`src/rtl/dem_tree_scheduler.sv`:
```
// Time-multiplexed sequencer for a DEM-DAC switching tree: issues every tree node to one shared
// switching datapath, top level first, and stores the returned children in place.
module dem_tree_scheduler #(
  parameter int unsigned WIDTH     = 8,
  parameter int unsigned LEVELS    = 3,
  parameter logic [15:0] LFSR_SEED = 16'hACE1,
  localparam int unsigned LvlW     = (LEVELS > 0) ? $clog2(LEVELS + 1) : 1,
  localparam int unsigned AW       = (LEVELS > 0) ? LEVELS : 1,
  localparam int unsigned NLeaf    = 1 << LEVELS
) (
  input  logic             clk_i,
  input  logic             reset_ni,
  input  logic [WIDTH-1:0] sample_i,
  input  logic             sample_valid_i,
  output logic             sample_ready_o,
  input  logic             pn_enable_i,
  output logic             node_valid_o,
  output logic [WIDTH-1:0] node_x_o,
  output logic             node_pn_o,
  output logic [LvlW-1:0]  node_level_o,
  output logic [AW-1:0]    node_index_o,
  input  logic             node_done_i,
  input  logic [WIDTH-1:0] node_x1_i,
  input  logic [WIDTH-1:0] node_x2_i,
  output logic [NLeaf-1:0] leaves_o,
  output logic             leaves_valid_o,
  output logic             busy_o
);

  typedef enum logic [1:0] {StIdle, StIssue, StWait, StOutput} state_e;

  localparam logic [LvlW-1:0] LevelsTop = LvlW'(LEVELS);
  localparam logic [LvlW-1:0] LvlOne    = LvlW'(1);
  localparam logic [AW-1:0]   IdxOne    = AW'(1);
  localparam logic [AW:0]     SpanOne   = (AW + 1)'(1);

  state_e           state_q, state_d;
  logic [LvlW-1:0]  level_q, level_d;
  logic [AW-1:0]    index_q, index_d;
  logic [15:0]      lfsr_q, lfsr_d;
  logic [WIDTH-1:0] buf_q [NLeaf];
  logic [WIDTH-1:0] buf_d [NLeaf];
  logic [NLeaf-1:0] leaves_q, leaves_d;

  logic [AW-1:0] slot, slot_hi, half;
  logic [AW:0]   span;
  logic          idx_last;

  always_comb begin
    // Node (level, index) lives at slot index<<level; its right child sits half a span above.
    slot     = index_q << level_q;
    half     = IdxOne << (level_q - LvlOne);
    slot_hi  = slot + half;
    span     = SpanOne << (LevelsTop - level_q);
    idx_last = (index_q == AW'(span - SpanOne));
  end

  always_comb begin
    state_d        = state_q;
    level_d        = level_q;
    index_d        = index_q;
    lfsr_d         = lfsr_q;
    buf_d          = buf_q;
    leaves_d       = leaves_q;
    sample_ready_o = 1'b0;
    node_valid_o   = 1'b0;
    node_x_o       = '0;
    node_pn_o      = 1'b0;
    node_level_o   = '0;
    node_index_o   = '0;
    leaves_valid_o = 1'b0;

    unique case (state_q)
      StIdle: begin
        sample_ready_o = 1'b1;
        if (sample_valid_i) begin
          for (int i = 0; i < NLeaf; i++) buf_d[i] = '0;
          buf_d[0] = sample_i;
          level_d  = LevelsTop;
          index_d  = '0;
          state_d  = (LEVELS == 0) ? StOutput : StIssue;
        end
      end
      StIssue: begin
        node_valid_o = 1'b1;
        node_x_o     = buf_q[slot];
        node_level_o = level_q;
        node_index_o = index_q;
        node_pn_o    = pn_enable_i & lfsr_q[0];
        if (pn_enable_i) begin
          lfsr_d = {lfsr_q[14:0], lfsr_q[15] ^ lfsr_q[13] ^ lfsr_q[12] ^ lfsr_q[10]};
        end
        state_d = StWait;
      end
      StWait: begin
        if (node_done_i) begin
          buf_d[slot]    = node_x1_i;
          buf_d[slot_hi] = node_x2_i;
          if (idx_last) begin
            level_d = level_q - LvlOne;
            index_d = '0;
          end else begin
            index_d = index_q + IdxOne;
          end
          state_d = (level_d == '0) ? StOutput : StIssue;
        end
      end
      StOutput: begin
        leaves_valid_o = 1'b1;
        for (int i = 0; i < NLeaf; i++) leaves_d[i] = buf_q[i][0];
        state_d = StIdle;
      end
      default: state_d = StIdle;
    endcase

    // Present the new leaf vector during the strobe itself, then hold it.
    leaves_o = (state_q == StOutput) ? leaves_d : leaves_q;
    busy_o   = (state_q != StIdle);
  end

  always_ff @(posedge clk_i or negedge reset_ni) begin
    if (!reset_ni) begin
      state_q  <= StIdle;
      level_q  <= '0;
      index_q  <= '0;
      lfsr_q   <= LFSR_SEED;
      leaves_q <= '0;
      for (int i = 0; i < NLeaf; i++) buf_q[i] <= '0;
    end else begin
      state_q  <= state_d;
      level_q  <= level_d;
      index_q  <= index_d;
      lfsr_q   <= lfsr_d;
      leaves_q <= leaves_d;
      for (int i = 0; i < NLeaf; i++) buf_q[i] <= buf_d[i];
    end
  end

endmodule

```
`config.mk`:
```
export PLATFORM = sky130hd
export DESIGN_NAME = dem_tree_scheduler
export DESIGN_NICKNAME = d
export VERILOG_FILES = /design/src/rtl/dem_tree_scheduler.sv
export SDC_FILE = /design/constraint.sdc
export NUM_CORES = 1
export LEC_CHECK = 0
export ABC_AREA = 1
export CORE_MARGIN = 2
export CORE_UTILIZATION = 53
export DETAILED_ROUTE_END_ITERATION = 16
export PLACE_DENSITY = 0.77
export SETUP_SLACK_MARGIN = 0.02
export SYNTH_ARGS = -nofsm -noshare
export SYNTH_HDL_FRONTEND = slang
export SYNTH_SLANG_ARGS = --single-unit
```
`constraint.sdc`:
```
create_clock -name clk_i -period 2.5 [get_ports clk_i]
set_input_delay 0.5 -clock clk_i [delete_from_list [all_inputs] [get_ports clk_i]]
set_output_delay 0.5 -clock clk_i [all_outputs]
set_load 0.05 [all_outputs]
```
==> impl_metrics.env, run 1 <==
export IMPL_max_freq_mhz=351
export IMPL_dp_hpwl_um=15000
export IMPL_relSlewSlack_pct=44.5
export IMPL_violations="negative setup slack"
export IMPL_synthXorXnorAreaFrac_pct=0.848
export IMPL_diodes=0
export IMPL_clockBufferDepth=2
export IMPL_yosysMostFrequentCell="nand2_1"
export IMPL_synth_compound_area_share_pct=12.4
export IMPL_dr_total_vias=7089
export IMPL_grt_total_usage_pct=34.4
export IMPL_yosys_top_cells_count="232 x nand2_1, 87 x dfrtp_1, 75 x inv_1"
export IMPL_cp_slowest_cell="dfrtp_2"
export IMPL_ios=55
export IMPL_synth_mux_area_share_pct=1.45
export IMPL_drive_gt1_share_pct=35.3
export IMPL_std_cell_rows=39
export IMPL_start_util_pct=54.3
export IMPL_crit_top_cell="buf_6"
export IMPL_die_height_um=112
export IMPL_synth_top_family_by_area="simple AND/OR/NAND/NOR gates"
export IMPL_dr_pass1_iters=7
export IMPL_async_flop_share_pct=100
export IMPL_antenna_found_initial=0
export IMPL_max_cap_viol_count=0
export IMPL_fp_dieW_um=112
export IMPL_worstMarginPinSlew_ns=0.831
export IMPL_synth_seq_cells=95
export IMPL_setup_ws_ns=-0.351
export IMPL_period_minus_slack_ns=2.85
export IMPL_overflow=0
export IMPL_path_class="flop to output pin"
export IMPL_netlist_area_um2=6200
export IMPL_ant_nets=0
export IMPL_synth_edff_count=0
export IMPL_numPortBuffers=54
export IMPL_routed_wl_um=24100
export IMPL_cp_max_fo=6
export IMPL_fill_cells=727
export IMPL_nNetsFinal=1001
export IMPL_avgSynthCellArea_um2=7.37
export IMPL_drt_initial_drc_count=1226
export IMPL_detail_route_wl_per_cell_um=21.7
export IMPL_synth_top_cell_by_area="dfrtp_1"
export IMPL_grt_first_pass_wirelength_um=33700
export IMPL_crit_chain="buf_6 -> nand2_1 -> nand3_2 -> nand2_4 -> nand3_4 -> buf_6 -> or2_2 -> o2111ai_2 -> nor3_4 -> buf_12"
export IMPL_max_stage_delay_ns=0.47
export IMPL_end_kind="output pin"
export IMPL_ys_types=42
export IMPL_synthSimpleGateAreaFrac_pct=36.2
export IMPL_setup_violations=50
export IMPL_clkSinkCount=95
export IMPL_finalHoldViolations=0
export IMPL_die_area_um2=12600
export IMPL_cts_clk_slew_worst_paths_ns=0.07
export IMPL_worst_ep_required_time_ns=2.00
export IMPL_synth_area_leaders="dfrtp_1 35%, nand2_1 14%, nand3_1 6.0%"
export IMPL_cp_data_arrival_time_ns=2.35
export IMPL_cts_max_level=3
export IMPL_yosysWarningCount=0
export IMPL_tns_ns=-6.53
export IMPL_dp_cells=1046
export IMPL_power_leakage_uw=0.00423
export IMPL_grt_setup_unrepaired="true"
export IMPL_grt_max_degree=64
export IMPL_drc=0
export IMPL_synthCells=841
export IMPL_ys_seq_area_share_pct=38.5
export IMPL_core_area_um2=11400
export IMPL_cts_buffers=9
export IMPL_area_growth_syn_to_layout_pct=45.3
export IMPL_hp_class="primary input to async pin"
export IMPL_synth_fa_ha_area_share_pct=1.82
export IMPL_synthFlopType="dfrtp_1"
export IMPL_root_buffer="clkbuf_16"
export IMPL_clk_latency_ns=0.37
export IMPL_worst_clock_skew_ns=0.0125
export IMPL_critPathLaunchType="flop"
export IMPL_post_route_period_util_pct=114
export IMPL_syn_nets=879
export IMPL_grt_pass1_vias=6249
export IMPL_netlist_area_leader_share_pct=35.1
export IMPL_cts_tree="built"
export IMPL_final_cells=1111
export IMPL_vias_per_cell=6.38
export IMPL_p_per_area_nw_per_um2=1370
export IMPL_ir_worst_vdd_mv=1.41
export IMPL_outcome="finished with violations"
export IMPL_gp_congestion=0.989
export IMPL_slew_viol_final=0
[repair_timing]
item | in CTS | in global routing
setup buffers | 21 | 17
hold buffers | 0 | 0
cloned | 3 | 8
pin swaps | 14 | 46
resized for setup | 55 | 189
setup endpoints to repair | 12 | 73
[sequential cells by signal (all words and copies together) (netlist names)]
name	cells
buf_q	64
lfsr_q	16
leaves_q	8
index_q	3
level_q	2
state_q	2
[area by class of cell]
cell class	instances	area, um^2	share of cell area [%]
repair buffers	145	1580	17.5
flip-flops and latches	95	2390	26.5
inverters	85	345	3.84
clock buffers	10	229	2.54
clock inverters	6	68.8	0.765
well taps	143	179	1.99
multi-input cells	627	4210	46.8
[through the flow]
stage | power [uW] | cell area [um^2] | setup slack, ns | hold slack (ns) | util, %
finish | 12300 | 9000 | -0.351 | 0.107 | 78.8
floorplan | 6670 | 6320 | -0.0371 | 0.204 | -
CTS | 10400 | 8110 | -0.272 | 0.120 | 71.0
global route | 12800 | 9000 | -0.395 | 0.133 | 78.8
detailed placement | 8610 | 7370 | -0.0816 | 0.463 | 64.5
global placement | 8490 | 7370 | -0.0401 | 0.461 | 64.5
[power breakdown]
part	internal [uW]	total [uW]	switching (uW)
clock	785	1420	639
combinational	3120	8570	5450
sequential	2010	2340	332
[worst max-delay path: cells and delay by family, from the launching register on]
family	cells	cell delay [ns]
AO/OA/AOI/OAI	1	0.13
buffers and inverters	3	0.48
flip-flops	1	0.47
AND/OR/NAND/NOR	6	0.91
[routing by layer]
layer	track usage (%)	share of wire [%]	vias to the layer above
li1	-	-	3055
met1	46.0	36	3281
met2	52.2	43	573
met3	10.9	13	180
met4	14.2	7.6	0
met5	0	0	-
[final timing paths]
path                       depth (start not counted)           to  slack (ns)        from
max                                               10  node_x_o[4]       -0.35  level_q[0]
min                                                1  leaves_q[4]        0.11    reset_ni
max reg2reg                                       18    buf_q[43]       -0.17  level_q[0]
min reg2reg                                        2     buf_q[6]        0.49    buf_q[6]
max in group asynchronous                          2    lfsr_q[6]        1.65    reset_ni
min in group clk_i                                 2     buf_q[6]        0.49    buf_q[6]
[kinds of logic (layout without fill, tap and decap cells)]
kind of cell,Yosys count,after routing
DFF,95,95
AOI/OAI and AO/OA,133,133
buffers and inverters,126,246
adders and majority gates,9,9
xor gates and xnor gates,6,6
and+or+nand+nor,464,471
muxes,8,8
[cell usage in the layout, fill, tap and decap left out, types with 7 or more instances in the layout]
| cell | netlist | routed |
|---|---|---|
| a21oi_1 | 7 | 7 |
| buf_12 | 0 | 21 |
| buf_4 | 1 | 65 |
| buf_6 | 7 | 23 |
| clkbuf_16 | 0 | 11 |
| clkdlybuf4s50_1 | 0 | 29 |
| dfrtp_1 | 87 | 85 |
| dfstp_2 | 8 | 8 |
| ha_1 | 9 | 7 |
| inv_1 | 75 | 69 |
| inv_2 | 8 | 7 |
| mux2_2 | 8 | 8 |
| nand2_1 | 232 | 201 |
| nand2_2 | 14 | 24 |
| nand2_4 | 4 | 22 |
| nand2_8 | 1 | 9 |
| nand3_1 | 74 | 51 |
| nand3_2 | 10 | 21 |
| nand3_4 | 5 | 19 |
| nand4_1 | 42 | 42 |
| nor2_1 | 50 | 40 |
| nor2_2 | 2 | 9 |
| o21ai_0 | 69 | 40 |
| o21ai_1 | 26 | 33 |
| o21ai_2 | 4 | 26 |
| or2_2 | 19 | 10 |
| or2_4 | 0 | 9 |
Power figures use the tool's default switching activity.
==> inputs of run 2 (changes only) <==
--- a/config.mk
+++ b/config.mk
@@ -7,7 +7,7 @@
 export LEC_CHECK = 0
 export ABC_AREA = 1
 export CORE_MARGIN = 2
-export CORE_UTILIZATION = 53
+export CORE_UTILIZATION = 55
 export DETAILED_ROUTE_END_ITERATION = 16
 export PLACE_DENSITY = 0.77
 export SETUP_SLACK_MARGIN = 0.02
==> constraint.sdc (replaced) <==
create_clock -name clk_i -period 3.1 [get_ports clk_i]
set_input_delay 0.62 -clock clk_i [delete_from_list [all_inputs] [get_ports clk_i]]
set_output_delay 0.62 -clock clk_i [all_outputs]
set_load 0.05 [all_outputs]
==> run 2 against run 1 <==
The flow now finishes without violations. Final cell count down 6.5%. Clock power down 16%. Hold slack better by 0.16 ns. Cell area down 17%. Die area down 3.5%. Power down 36%. Worst setup slack better by 0.42 ns. Clock skew down 0.0030 ns. Highest routed layer unchanged. Utilization down 11 points. Via count down 13%.
==> impl_metrics.env, run 2 (synthesized netlist as in run 1, its figures left out) <==
export IMPL_outcome="complete, no violations"
export IMPL_critPathLaunchType="flop"
export IMPL_drc=0
export IMPL_max_stage_delay_ns=0.45
export IMPL_dr_total_vias=6147
export IMPL_cts_max_level=3
export IMPL_grt_pass1_vias=5750
export IMPL_max_freq_mhz=330
export IMPL_nNetsFinal=932
export IMPL_dr_pass1_iters=5
export IMPL_cts_buffers=9
export IMPL_area_growth_syn_to_layout_pct=20.2
export IMPL_clkSinkCount=95
export IMPL_largest_register="buf_q"
export IMPL_final_common_cell="nand2_1"
export IMPL_power_leakage_uw=0.00359
export IMPL_numPortBuffers=54
export IMPL_crit_chain="buf_4 -> nand2_1 -> nand3_2 -> nand2_4 -> nor3_4 -> clkinvlp_4 -> buf_4 -> nor2_1 -> nor4_2 -> bufbuf_16"
export IMPL_drive_gt1_share_pct=17.4
export IMPL_std_cell_rows=38
export IMPL_path_class="flop to output pin"
export IMPL_cts_tree="built"
export IMPL_clk_latency_ns=0.35
export IMPL_tns_ns=0
export IMPL_relSlewSlack_pct=58.0
export IMPL_period_minus_slack_ns=3.03
export IMPL_top_regs="buf_q (64), lfsr_q (16), leaves_q (8)"
export IMPL_grt_setup_unrepaired="true"
export IMPL_detail_route_wl_per_cell_um=18.2
export IMPL_slew_viol_final=0
export IMPL_diodes=0
export IMPL_finalPower_uw=7930
export IMPL_overflow=0
export IMPL_dp_hpwl_um=13500
export IMPL_core_area_um2=10900
export IMPL_setup_violations=0
export IMPL_max_cap_viol_count=0
export IMPL_die_area_um2=12100
export IMPL_grt_first_pass_wirelength_um=29800
export IMPL_clockBufferDepth=2
export IMPL_design_area_um2=7450
export IMPL_dpl_cell_area_um2=6990
export IMPL_ctsHoldBuffers=0
export IMPL_layout_common_cells="231 x nand2_1, 85 x dfrtp_1, 74 x inv_1"
export IMPL_p_per_area_nw_per_um2=1060
export IMPL_start_util_pct=56.7
export IMPL_worstMarginPinSlew_ns=0.630
export IMPL_crit_top_cell="buf_4"
export IMPL_fp_dieW_um=110
export IMPL_ant_nets=0
export IMPL_cp_data_arrival_time_ns=2.41
export IMPL_post_route_period_util_pct=97.8
export IMPL_root_buffer="clkbuf_16"
export IMPL_antenna_found_initial=0
export IMPL_end_kind="output pin"
export IMPL_ios=55
export IMPL_die_height_um=110
export IMPL_drt_initial_drc_count=738
export IMPL_cts_clk_slew_worst_paths_ns=0.07
export IMPL_cp_max_fo=7
export IMPL_grt_max_degree=74
export IMPL_hp_class="primary input to async pin"
export IMPL_ir_worst_vdd_mv=1.00
export IMPL_worst_ep_required_time_ns=2.48
export IMPL_largest_reg_flops=64
export IMPL_gp_congestion=1.00
export IMPL_finalHoldViolations=0
export IMPL_routed_wl_um=18900
export IMPL_worst_clock_skew_ns=0.00953
export IMPL_vias_per_cell=5.92
export IMPL_cp_slowest_cell="dfrtp_2"
export IMPL_grt_total_usage_pct=32.5
## run 2: cell types whose count changed in the layout (fill, tap and decap cells not counted), sizes merged
cell           change
bufbuf             +1
dlygate4sd2        -1
nand2              -5
nand3              -2
clkbuf             -1
bufinv             +1
clkdlybuf4s50     +15
inv                -2
buf               -75
## run 2: metrics by stage
stage	setup slack (ns)	hold WS [ns]	std cells	util (%)
after global placement	0.286	0.459	1014	63.9
after detailed placement	0.246	0.460	1014	63.9
final	0.0682	0.264	1039	68.1
after global routing	-0.0616	0.316	1039	68.1
after CTS	0.00423	0.288	1031	67.1
after floorplan	0.0747	0.324	841	-
## run 2: cell type report
type / instances / area [um^2]
Fill cell: 936 / 3490
Clock buffer: 11 / 233
Timing Repair Buffer: 83 / 891
Tap cell: 140 / 175
Inverter: 85 / 328
Sequential cell: 95 / 2390
Multi-Input combinational cell: 620 / 3350
Clock inverter: 5 / 82.6
## run 2: layer usage
layer	up-vias	track usage, %	routed length, um
met1	2871	44.7	7790
li1	2896	-	-
met3	50	7.00	1810
met2	330	49.1	8550
met4	0	15.2	768
met5	-	0	0
## run 2: what timing repair did
action,4_1_cts,5_1_grt
gates resized for setup,7,9
setup endpoints to repair,8,8
setup buffers,1,8
pin swaps,3,4
## run 2: final timing paths
check	to	slack, ns	from	cells after the start
worst max-delay path	node_x_o[3]	0.07	level_q[0]	10
worst min-delay path	index_q[0]	0.26	reset_ni	1
worst max register to register	buf_q[56]	0.34	level_q[0]	14
worst min register to register	buf_q[1]	0.48	buf_q[1]	2
max in group asynchronous	lfsr_q[7]	2.08	reset_ni	2
min in group clk_i	buf_q[1]	0.48	buf_q[1]	2
## run 2: power by group
| part | switching, uW | internal (uW) | total [uW] | leakage (uW) |
|---|---|---|---|---|
| logic | 3270 | 1550 | 4830 | 0.00219 |
| registers | 293 | 1620 | 1910 | 0.00125 |
| clock network | 483 | 711 | 1190 | 0.000154 |
| total | 4050 | 3880 | 7930 | 0.00359 |
## run 2: worst max-delay path, delay by kind of cell, from the launching register on
| family | cells | cell delay [ns] |
|---|---|---|
| buffers and inverters | 4 | 0.77 |
| flip-flops | 1 | 0.45 |
| AND/OR/NAND/NOR | 6 | 0.84 |
